File: config.mk
export PLATFORM = sky130hd
export DESIGN_NAME = stopwatch_timer_core
export DESIGN_NICKNAME = d
export VERILOG_FILES = /design/src/rtl/stopwatch_pkg.sv /design/src/rtl/tick_gen.sv /design/src/rtl/stopwatch_timer_core.sv
export SDC_FILE = /design/constraint.sdc
export NUM_CORES = 1
export LEC_CHECK = 0
export ABC_AREA = 1
export BUFFER_PORTS_ARGS = -buffer_cell sky130_fd_sc_hd__buf_2
export CAP_MARGIN = 0
export CORE_MARGIN = 8
export CORE_UTILIZATION = 40
export CTS_BUF_LIST = sky130_fd_sc_hd__clkbuf_4
export CTS_CLUSTER_DIAMETER = 60
export DETAILED_ROUTE_END_ITERATION = 12
export SYNTH_ARGS = -nofsm -noshare
export SYNTH_HDL_FRONTEND = slang
export SYNTH_SLANG_ARGS = --single-unit
export TNS_END_PERCENT = 5
File: constraint.sdc
create_clock -name i_clk -period 1.7 [get_ports i_clk]
set_input_delay 0.085 -clock i_clk [delete_from_list [all_inputs] [get_ports i_clk]]
set_output_delay 0.085 -clock i_clk [all_outputs]
set_load 0.02 [all_outputs]
File: src/rtl/stopwatch_pkg.sv
// Shared definitions for the BCD stopwatch/countdown timer: state encoding,
// BCD digit limits and display-width helper.
package stopwatch_pkg;

   typedef enum logic [1:0] {
      IDLE  = 2'd0,
      RUN   = 2'd1,
      PAUSE = 2'd2,
      DONE  = 2'd3
   } state_t;

   localparam int unsigned BCD_W        = 4;
   localparam logic [3:0]  TENTH_MAX    = 4'd9;
   localparam logic [3:0]  SEC_TENS_MAX = 4'd5;
   localparam logic [3:0]  SEC_ONES_MAX = 4'd9;

   // Width of the packed {min, sec_tens, sec_ones, tenth} display word.
   function automatic int unsigned fnd_width(input int unsigned min_digits);
      return BCD_W * min_digits + 3 * BCD_W;
   endfunction

   // Largest legal value of packed digit idx (0 = tenths, 2 = seconds tens).
   function automatic logic [3:0] digit_max(input int unsigned idx);
      if (idx == 0)      return TENTH_MAX;
      else if (idx == 2) return SEC_TENS_MAX;
      else               return SEC_ONES_MAX;
   endfunction

   function automatic logic [3:0] clamp_digit(input logic [3:0] d, input logic [3:0] mx);
      return (d > mx) ? mx : d;
   endfunction

endpackage

File: src/rtl/tick_gen.sv
// Prescaler producing a one-cycle tick every TICK_DIV clocks while enabled.
// Disabling clears the count so a restart always waits a full period.
module tick_gen #(
   parameter int unsigned TICK_DIV = 10
) (
   input  logic i_clk,
   input  logic i_reset,
   input  logic enable,
   output logic tick
);

   localparam int unsigned   CW   = $clog2(TICK_DIV);
   localparam logic [CW-1:0] LAST = CW'(TICK_DIV - 1);

   logic [CW-1:0] cnt;

   // Count 0..TICK_DIV-1 while enabled, hold at zero otherwise.
   always_ff @(posedge i_clk) begin
      if (i_reset || !enable)  cnt <= '0;
      else if (cnt == LAST)    cnt <= '0;
      else                     cnt <= cnt + 1'b1;
   end

   assign tick = enable && (cnt == LAST);

endmodule

File: src/rtl/stopwatch_timer_core.sv
// BCD stopwatch / countdown timer with run/pause/done control.
// Optional lap-hold display enabled by defining STOPWATCH_LAP_EN.
module stopwatch_timer_core
   import stopwatch_pkg::*;
#(
   parameter int unsigned CLK_HZ     = 100_000_000,
   parameter int unsigned TICK_HZ    = 10,
   parameter int unsigned MIN_DIGITS = 1
) (
   input  logic                          i_clk,
   input  logic                          i_reset,
   input  logic                          i_runstop,
   input  logic                          i_clear,
   input  logic                          i_mode,
   input  logic [4*MIN_DIGITS-1:0]       i_preset_min,
   input  logic [7:0]                    i_preset_sec,
   output logic [4*MIN_DIGITS+12-1:0]    o_fndcnt,
   output logic                          o_running,
   output logic                          o_done,
   output logic                          o_wrap
`ifdef STOPWATCH_LAP_EN
   ,
   input  logic                          i_lap,
   output logic                          o_lap_active
`endif
);

   localparam int unsigned TICK_DIV = CLK_HZ / TICK_HZ;
   localparam int unsigned FW       = fnd_width(MIN_DIGITS);
   localparam int unsigned MW       = BCD_W * MIN_DIGITS;
   localparam int unsigned NDIG     = MIN_DIGITS + 3;

   state_t          state_q, state_d;
   logic            mode_q, mode_d;
   logic [FW-1:0]   cnt_q, cnt_d;
   logic [FW-1:0]   fnd_q, disp_d;
   logic            wrap_q, wrap_d;
   logic            tick;
   logic [FW-1:0]   cnt_inc, cnt_dec, preset_cnt;
   logic [MW-1:0]   preset_min_s;
   logic            carry, borrow, inc_wrap;

`ifdef STOPWATCH_LAP_EN
   logic            lap_act_q, lap_act_d;
   logic [FW-1:0]   lap_q, lap_d;
`endif

   tick_gen #(.TICK_DIV(TICK_DIV)) u_tick_gen (
      .i_clk   (i_clk),
      .i_reset (i_reset),
      .enable  (state_q == RUN),
      .tick    (tick)
   );

   // Sanitise the countdown preset into a legal BCD reload word.
   always_comb begin
      preset_min_s = '0;
      for (int unsigned i = 0; i < MIN_DIGITS; i++)
         preset_min_s[i*BCD_W +: BCD_W] = clamp_digit(i_preset_min[i*BCD_W +: BCD_W], SEC_ONES_MAX);
      preset_cnt = {preset_min_s,
                    clamp_digit(i_preset_sec[7:4], SEC_TENS_MAX),
                    clamp_digit(i_preset_sec[3:0], SEC_ONES_MAX),
                    4'd0};
   end

   // Ripple carry / borrow through the digit chain, each digit with its own limit.
   always_comb begin
      cnt_inc = cnt_q;
      cnt_dec = cnt_q;
      carry   = 1'b1;
      borrow  = 1'b1;
      for (int unsigned i = 0; i < NDIG; i++) begin
         if (carry) begin
            if (cnt_q[i*BCD_W +: BCD_W] == digit_max(i)) begin
               cnt_inc[i*BCD_W +: BCD_W] = '0;
            end else begin
               cnt_inc[i*BCD_W +: BCD_W] = cnt_q[i*BCD_W +: BCD_W] + 4'd1;
               carry = 1'b0;
            end
         end
         if (borrow) begin
            if (cnt_q[i*BCD_W +: BCD_W] == 4'd0) begin
               cnt_dec[i*BCD_W +: BCD_W] = digit_max(i);
            end else begin
               cnt_dec[i*BCD_W +: BCD_W] = cnt_q[i*BCD_W +: BCD_W] - 4'd1;
               borrow = 1'b0;
            end
         end
      end
      inc_wrap = carry;
   end

   // Next state, mode, count and display selection.
   always_comb begin
      state_d = state_q;
      mode_d  = mode_q;
      cnt_d   = cnt_q;
      wrap_d  = 1'b0;
      if (i_clear) begin
         state_d = IDLE;
         cnt_d   = mode_q ? preset_cnt : '0;
      end else begin
         case (state_q)
            IDLE: begin
               mode_d = i_mode;
               cnt_d  = i_mode ? preset_cnt : '0;
               if (i_runstop && !(i_mode && (preset_cnt == '0)))
                  state_d = RUN;
            end
            RUN: begin
               if (!i_runstop) begin
                  state_d = PAUSE;
               end else if (tick) begin
                  if (mode_q) begin
                     cnt_d = cnt_dec;
                     if (cnt_dec == '0) state_d = DONE;
                  end else begin
                     cnt_d  = cnt_inc;
                     wrap_d = inc_wrap;
                  end
               end
            end
            PAUSE: begin
               if (i_runstop) state_d = RUN;
            end
            DONE: ;
            default: state_d = IDLE;
         endcase
      end

      disp_d = cnt_d;
`ifdef STOPWATCH_LAP_EN
      lap_act_d = lap_act_q;
      lap_d     = lap_q;
      if (i_lap && (state_q == RUN || state_q == PAUSE)) begin
         if (!lap_act_q) begin
            lap_act_d = 1'b1;
            lap_d     = cnt_q;
         end else begin
            lap_act_d = 1'b0;
         end
      end
      if (i_clear || state_d == DONE || state_d == IDLE) lap_act_d = 1'b0;
      if (lap_act_d) disp_d = lap_d;
`endif
   end

   // State, count and registered outputs.
   always_ff @(posedge i_clk) begin
      if (i_reset) begin
         state_q <= IDLE;
         mode_q  <= 1'b0;
         cnt_q   <= '0;
         fnd_q   <= '0;
         wrap_q  <= 1'b0;
      end else begin
         state_q <= state_d;
         mode_q  <= mode_d;
         cnt_q   <= cnt_d;
         fnd_q   <= disp_d;
         wrap_q  <= wrap_d;
      end
   end

`ifdef STOPWATCH_LAP_EN
   // Lap-hold register and flag.
   always_ff @(posedge i_clk) begin
      if (i_reset) begin
         lap_act_q <= 1'b0;
         lap_q     <= '0;
      end else begin
         lap_act_q <= lap_act_d;
         lap_q     <= lap_d;
      end
   end

   assign o_lap_active = lap_act_q;
`endif

   assign o_fndcnt  = fnd_q;
   assign o_wrap    = wrap_q;
   assign o_running = (state_q == RUN);
   assign o_done    = (state_q == DONE);

endmodule

==> impl_metrics.json, run 1 <==
{
  "avgViaCountPerCell": 4.90,
  "syn-cell-area_um2": 3030,
  "required_ns": 1.97,
  "ant_nets": 0,
  "finalCriticalPeriod_ns": 1.71,
  "drc": 0,
  "stdcell_count": 666,
  "grt_pass1_wl_um": 14200,
  "cts.clk_slew.worst_paths_ns": 0.13,
  "reg2reg_depth": 11,
  "grt_max_degree": 17,
  "syn_avg_cell_area_um2": 6.29,
  "cp_num_buf_inv": 1,
  "irDropWorstVdd_mv": 0.309,
  "fin_nets": 587,
  "die_y_um": 103,
  "finalMaxSlewViolations": 0,
  "rows": 31,
  "grt_overflow_total": 0,
  "ys_ff_latch": 44,
  "core_um2": 7290,
  "clock_path_buffers": 2,
  "clockRootBuffer": "clkbuf_4",
  "diodes": 0,
  "routedWlPerCell_um": 12.6,
  "hpwl_um": 6760,
  "async_flop_share_pct": 0,
  "critPathMaxStageDelay_ns": 0.37,
  "drive_gt1_share_pct": 26.3,
  "synth_top_area_cell": "dfxtp_1",
  "placedCellCount": 657,
  "setup_ws_ns": -0.00851,
  "synth_top_area_share_pct": 29.1,
  "powerDensity_nw_per_um2": 624,
  "dp_slack_ns": -0.113,
  "crit_type": "reg -> reg",
  "ys_seq_area_share_pct": 29.1,
  "critPathTopFamily": "simple AND/OR/NAND/NOR gates",
  "syn_nets": 502,
  "setup_viol": 3,
  "cp_cell_sequence": "ha_4, nand2_2, nor2_4, nand3_2, nor4_2, nand3_1, nand2_4, buf_6, nand3_1, a21oi_2, nor2_1",
  "hold_depth": 3,
  "synth_area_leaders": "dfxtp_1, nand2_1, nor2_1",
  "start_util_pct": 41.5,
  "finalSetupTns_ns": -0.0164,
  "worstMarginPinSlew_ns": 0.453,
  "p_leak_nw": 1.72,
  "fmax_mhz": 585,
  "first_pass_iters": 5,
  "num-fill-cells": 765,
  "endpoint_kind": "register",
  "synth_cells": 481,
  "drt-initial-drc-count": 223,
  "cts.sinks": 44,
  "grtUsageTotal_pct": 16.6,
  "crit_fanout": 7,
  "max_slew_margin_pct": 69.4,
  "vias": 3261,
  "critPathMostFrequentCell": "nand3_1",
  "critPathLaunchType": "register",
  "io_pins": 36,
  "status": "finished with violations",
  "ys_types": 38,
  "final-hold-violation-count": 0,
  "htree_num_levels": 2,
  "crit_cells": 11,
  "rsz0062_at_grt": "yes",
  "period_share_pct": 101,
  "violations": "negative setup slack",
  "grt_pass1_vias": 3138,
  "cts_tree": "yes",
  "hp-class": "in -> reg",
  "ys_warn_count": 0,
  "slowest_stage": "dfxtp_2",
  "die_w_um": 103,
  "cts_buffers": 5,
  "place.gp.congestion": 0.867,
  "fp.dieArea_um2": 10600,
  "drt_wl_total_um": 8410,
  "clk_latency_ns": 0.36,
  "area_delta_synth_final_pct": 27.0,
  "cap_violations": 0,
  "crit_arrival_ns": 1.98,
  "worst_clock_skew_ns": 0.0112,
  "synth_flop_cell": "dfxtp_1",
  "antenna_found_initial": 0,
  "synth-edff-count": 0,
  "port_buffers": 35
}
cells by family (layout without fill, tap and decap cells):
logic type,Yosys count,in the layout,synth area share [%]
AND/OR/NAND/NOR,276,276,43.3
adder cells (fa/ha/maj),4,4,1.65
flip-flops,44,44,29.1
buffers and inverters,73,159,9.43
XOR/XNOR,8,8,2.32
AO/OA/AOI/OAI,76,76,14.1
cell usage in the layout, fill, tap and decap left out, types with 3 or more instances in the layout:
cell	count
o21a_1	4
buf_2	35
xor2_1	4
a21oi_1	26
inv_1	61
o211ai_1	6
a31oi_1	4
nor2_4	12
o21ai_1	8
xnor2_1	4
nand3_1	42
dfxtp_1	41
clkbuf_4	6
a21oi_2	4
nand3_2	5
nand2_1	104
nor2_2	3
nor2_1	69
nand2_2	13
nand2_4	4
o21ai_0	18
buf_4	44
nand4_1	5
nor3_1	10
inv_2	7
tightest hold or removal path, delay by kind of cell:
kind,cells,cell delay (ns)
buffers and inverters,1,0.12
AO/OA/AOI/OAI,2,0.20
final cells by class:
cell class              count  area, um^2  share of cell area, %
multi-input cells         364        1940                   50.5
flip-flops and latches     44         887                   23.1
repair buffers             83         558                   14.5
inverters                  68         255                   6.64
well taps                  99         124                   3.22
clock buffers               6        45.0                   1.17
clock inverters             2        35.0                  0.911
synthesized netlist by cell type, types with 2 or more instances:
cell and number:
nand3_2 5, ha_1 4, nor4_1 2, buf_2 3, inv_1 64, a21oi_1 29, nand3_1 42, nand2_2 11
nor3_1 11, o211ai_1 6, o21a_1 4, a31oi_1 4, nor2_2 5, o21ai_0 23, nand4_1 5, xor2_1 4
dfxtp_1 44, inv_2 4, nor2_1 70, nor2_4 9, o21ai_1 4, xnor2_1 4, nand2_1 109
power breakdown:
part	internal, W	switching [W]
combinational	0.000236	0.000390
clock	0.000325	0.000350
sequential	0.00106	0.0000362
total	0.00162	0.000777
path summary, 6_finish.rpt:
check | slack (ns) | end | start
worst max-delay path | -0.009 | o_fndcnt[15]$_SDFFE_PP0P_ | u_tick_gen.cnt[0]$_SDFF_PP0_
worst min-delay path | 0.08 | mode_q$_SDFFE_PP0P_ | i_mode
worst max register to register | -0.009 | o_fndcnt[15]$_SDFFE_PP0P_ | u_tick_gen.cnt[0]$_SDFF_PP0_
worst min register to register | 0.52 | u_tick_gen.cnt[19]$_SDFF_PP0_ | u_tick_gen.cnt[19]$_SDFF_PP0_
state kept, by name, summed over array words and instances, names as in the netlist:
signal	flops
o_wrap	1
state_q	2
u_tick_gen.cnt	24
mode_q	1
o_fndcnt	16
per-stage QoR:
| stage | util, % | area [um^2] | total power [W] | hold slack (ns) |
|---|---|---|---|---|
| CTS | 52.1 | 3800 | 0.00241 | 0.0775 |
| floorplan | - | 3030 | 0.00150 | 0.150 |
| global placement | 50.2 | 3660 | 0.00172 | 0.385 |
| finish | 52.7 | 3840 | 0.00240 | 0.0780 |
| detailed placement | 50.2 | 3660 | 0.00172 | 0.375 |
| global route | 52.7 | 3840 | 0.00256 | 0.0964 |
layer usage:
layer	vias up	global-route usage (%)	part of all wire, %
met5	-	0	0
met4	0	5.56	1.5
met3	13	2.77	4.9
met2	62	28.8	48
met1	1450	20.3	46
li1	1736	-	-
repair_timing:
item	4_1_cts	5_1_grt
pin swaps	4	1
hold endpoints to repair	3	0
setup endpoints to repair	22	28
buffers inserted	0	0
hold buffers	1	0
gates resized for setup	13	17
No activity file was read; power rests on OpenSTA's default activity.
==> inputs of run 2 (changes only) <==
--- a/config.mk
+++ b/config.mk
@@ -13,6 +13,7 @@
 export CTS_BUF_LIST = sky130_fd_sc_hd__clkbuf_4
 export CTS_CLUSTER_DIAMETER = 60
 export DETAILED_ROUTE_END_ITERATION = 12
+export GPL_TIMING_DRIVEN = 0
 export SYNTH_ARGS = -nofsm -noshare
 export SYNTH_HDL_FRONTEND = slang
 export SYNTH_SLANG_ARGS = --single-unit
==> impl_metrics.json, run 2 (synthesized netlist as in run 1, its figures left out) <==
{
  "fp.dieArea_um2": 10600,
  "rrSetupSlack_ns": -0.15,
  "grt_max_degree": 15,
  "setup_ws_ns": -0.146,
  "clock_path_buffers": 2,
  "dpl-instance-area_um2": 3330,
  "crit_type": "reg -> reg",
  "p_sw_w": 0.000800,
  "p_seq_share_pct": 41.3,
  "dp_slack_ns": -0.222,
  "reg2reg_depth": 12,
  "largest_reg_flops": 24,
  "htree_num_levels": 2,
  "grtUsageTotal_pct": 16.6,
  "worstHoldEndpoint": "state_q[1]$_SDFFE_PP0P_",
  "drive_gt1_share_pct": 24.4,
  "grt_pass1_wl_um": 14200,
  "finalCriticalPeriod_ns": 1.85,
  "io_pins": 36,
  "drc": 0,
  "max_slew_margin_pct": 71.5,
  "fin_util_pct": 52.4,
  "setup_viol": 22,
  "vias": 3294,
  "ant_nets": 0,
  "hp-class": "in -> reg",
  "p_sw_share_pct": 29.9,
  "core_um2": 7290,
  "clock_power_share_pct": 36.1,
  "rsz0062_at_grt": "yes",
  "endpoint_kind": "register",
  "regMostFlops": "u_tick_gen.cnt",
  "cts_tree": "yes",
  "r2r-start": "u_tick_gen.cnt[1]$_SDFF_PP0_",
  "powerDensity_nw_per_um2": 699,
  "stdcell_count": 643,
  "violations": "negative setup slack",
  "drt_wl_total_um": 8600,
  "finalMaxSlewViolations": 0,
  "fin_area_um2": 3820,
  "period_share_pct": 109,
  "combPwrFrac_pct": 22.6,
  "clockRootBuffer": "clkbuf_4",
  "hold_depth": 4,
  "area_delta_synth_final_pct": 26.4,
  "totalPowerFinal_w": 0.00267,
  "critPathLaunchType": "register",
  "internal-power_w": 0.00187,
  "avgViaCountPerCell": 5.12,
  "rows": 31,
  "worst_clock_skew_ns": 0.0159,
  "cts.sinks": 44,
  "clk_latency_ns": 0.36,
  "final_cell_mix": "nand2_1, nor2_1, inv_1",
  "worstMarginPinSlew_ns": 0.423,
  "place.gp.congestion": 0.882,
  "crit_arrival_ns": 2.14,
  "cts_buffers": 5,
  "placedCellCount": 615,
  "p_leak_nw": 1.70,
  "min-delay-start": "i_clear",
  "start_util_pct": 41.5,
  "fmax_mhz": 542,
  "routedWlPerCell_um": 13.4,
  "crit_fanout": 8,
  "cap_violations": 0,
  "port_buffers": 35,
  "die_w_um": 103,
  "status": "finished with violations",
  "final-hold-violation-count": 0,
  "antenna_found_initial": 0,
  "first_pass_iters": 4,
  "grt_pass1_vias": 3184,
  "worstReg2RegEnd": "o_fndcnt[4]$_SDFFE_PP0P_",
  "hpwl_um": 6540,
  "cts.clk_slew.worst_paths_ns": 0.14,
  "drt-initial-drc-count": 134,
  "irDropWorstVdd_mv": 0.337,
  "fin_nets": 564,
  "required_ns": 2.00,
  "grt_overflow_total": 0,
  "diodes": 0,
  "die_y_um": 103,
  "final_common_cell": "nand2_1"
}
## run 2: changes by cell type in the layout (fill, tap and decap cells not counted), sizes merged
cell / delta
buf: -24
bufinv: +2
clkinv: -1
## run 2: per-layer routing
metal / GRT usage, % / part of all wire, % / vias up
met2: 29.0 / 50 / 76
met1: 19.4 / 43 / 1514
met3: 3.04 / 5.4 / 13
met5: 0 / 0 / -
met4: 7.34 / 1.6 / 0
li1: - / - / 1691
## run 2: worst max-delay path: stages (launching register included)
cell and delay, ns:
dfxtp_2 0.38, ha_4 0.15, nand2_4 0.06, nor2_4 0.14
nand3_2 0.11, nor4_2 0.15, nand3_1 0.16, nand2_4 0.15
buf_12 0.13, nand3_4 0.13, nand2_1 0.09, nand2_1 0.05
nor2_1 0.10
## run 2: through the flow
stage	TNS, ns	hold slack [ns]
after detailed placement	-4.54	0.385
final	-1.32	0.0934
after CTS	-0.888	0.0595
after global routing	-4.15	0.0864
after floorplan	0	0.150
after global placement	-4.08	0.377
## run 2: final cells by class
cell class | instances | area, um^2
well taps | 99 | 124
clock inverters | 3 | 90.1
repair buffers | 55 | 364
fillers | 776 | 3470
clock buffers | 5 | 37.5
inverters | 68 | 258
plain buffers | 5 | 41.3
flip-flops and latches | 44 | 890
multi-input cells | 364 | 2020
## run 2: what timing repair did
| item | CTS | global route |
|---|---|---|
| gates cloned | 1 | 0 |
| gates resized for setup | 34 | 20 |
| hold endpoints to repair | 4 | 0 |
| pin swaps | 16 | 7 |
| setup endpoints to repair | 38 | 40 |
| hold buffers | 1 | 0 |
| setup buffers | 14 | 4 |
## run 2: worst max-delay path by stage
| stage | start | to | slack (ns) |
|---|---|---|---|
| 3_3_place_gp | o_fndcnt[1]$_SDFFE_PP0P_ | o_fndcnt[15]$_SDFFE_PP0P_ | -0.25 |
| 3_5_place_dp | o_fndcnt[1]$_SDFFE_PP0P_ | o_fndcnt[15]$_SDFFE_PP0P_ | -0.22 |
| 4_1_cts | u_tick_gen.cnt[1]$_SDFF_PP0_ | u_tick_gen.cnt[20]$_SDFF_PP0_ | -0.11 |
| 5_1_grt | u_tick_gen.cnt[1]$_SDFF_PP0_ | o_fndcnt[5]$_SDFFE_PP0P_ | -0.22 |
| 2_1_floorplan | o_fndcnt[1]$_SDFFE_PP0P_ | o_fndcnt[10]$_SDFFE_PP0P_ | 0.007 |
| 6_report | u_tick_gen.cnt[1]$_SDFF_PP0_ | o_fndcnt[4]$_SDFFE_PP0P_ | -0.15 |
## run 2: power by group through the flow
stage | Sequential (W) | Clock [W] | Combinational [W]
finish | 0.00110 | 0.000965 | 0.000604
global route | 0.00111 | 0.00104 | 0.000668
CTS | 0.00110 | 0.00101 | 0.000576
detailed placement | 0.00112 | 0 | 0.000532
global placement | 0.00112 | 0 | 0.000530
floorplan | 0.00115 | 0 | 0.000353
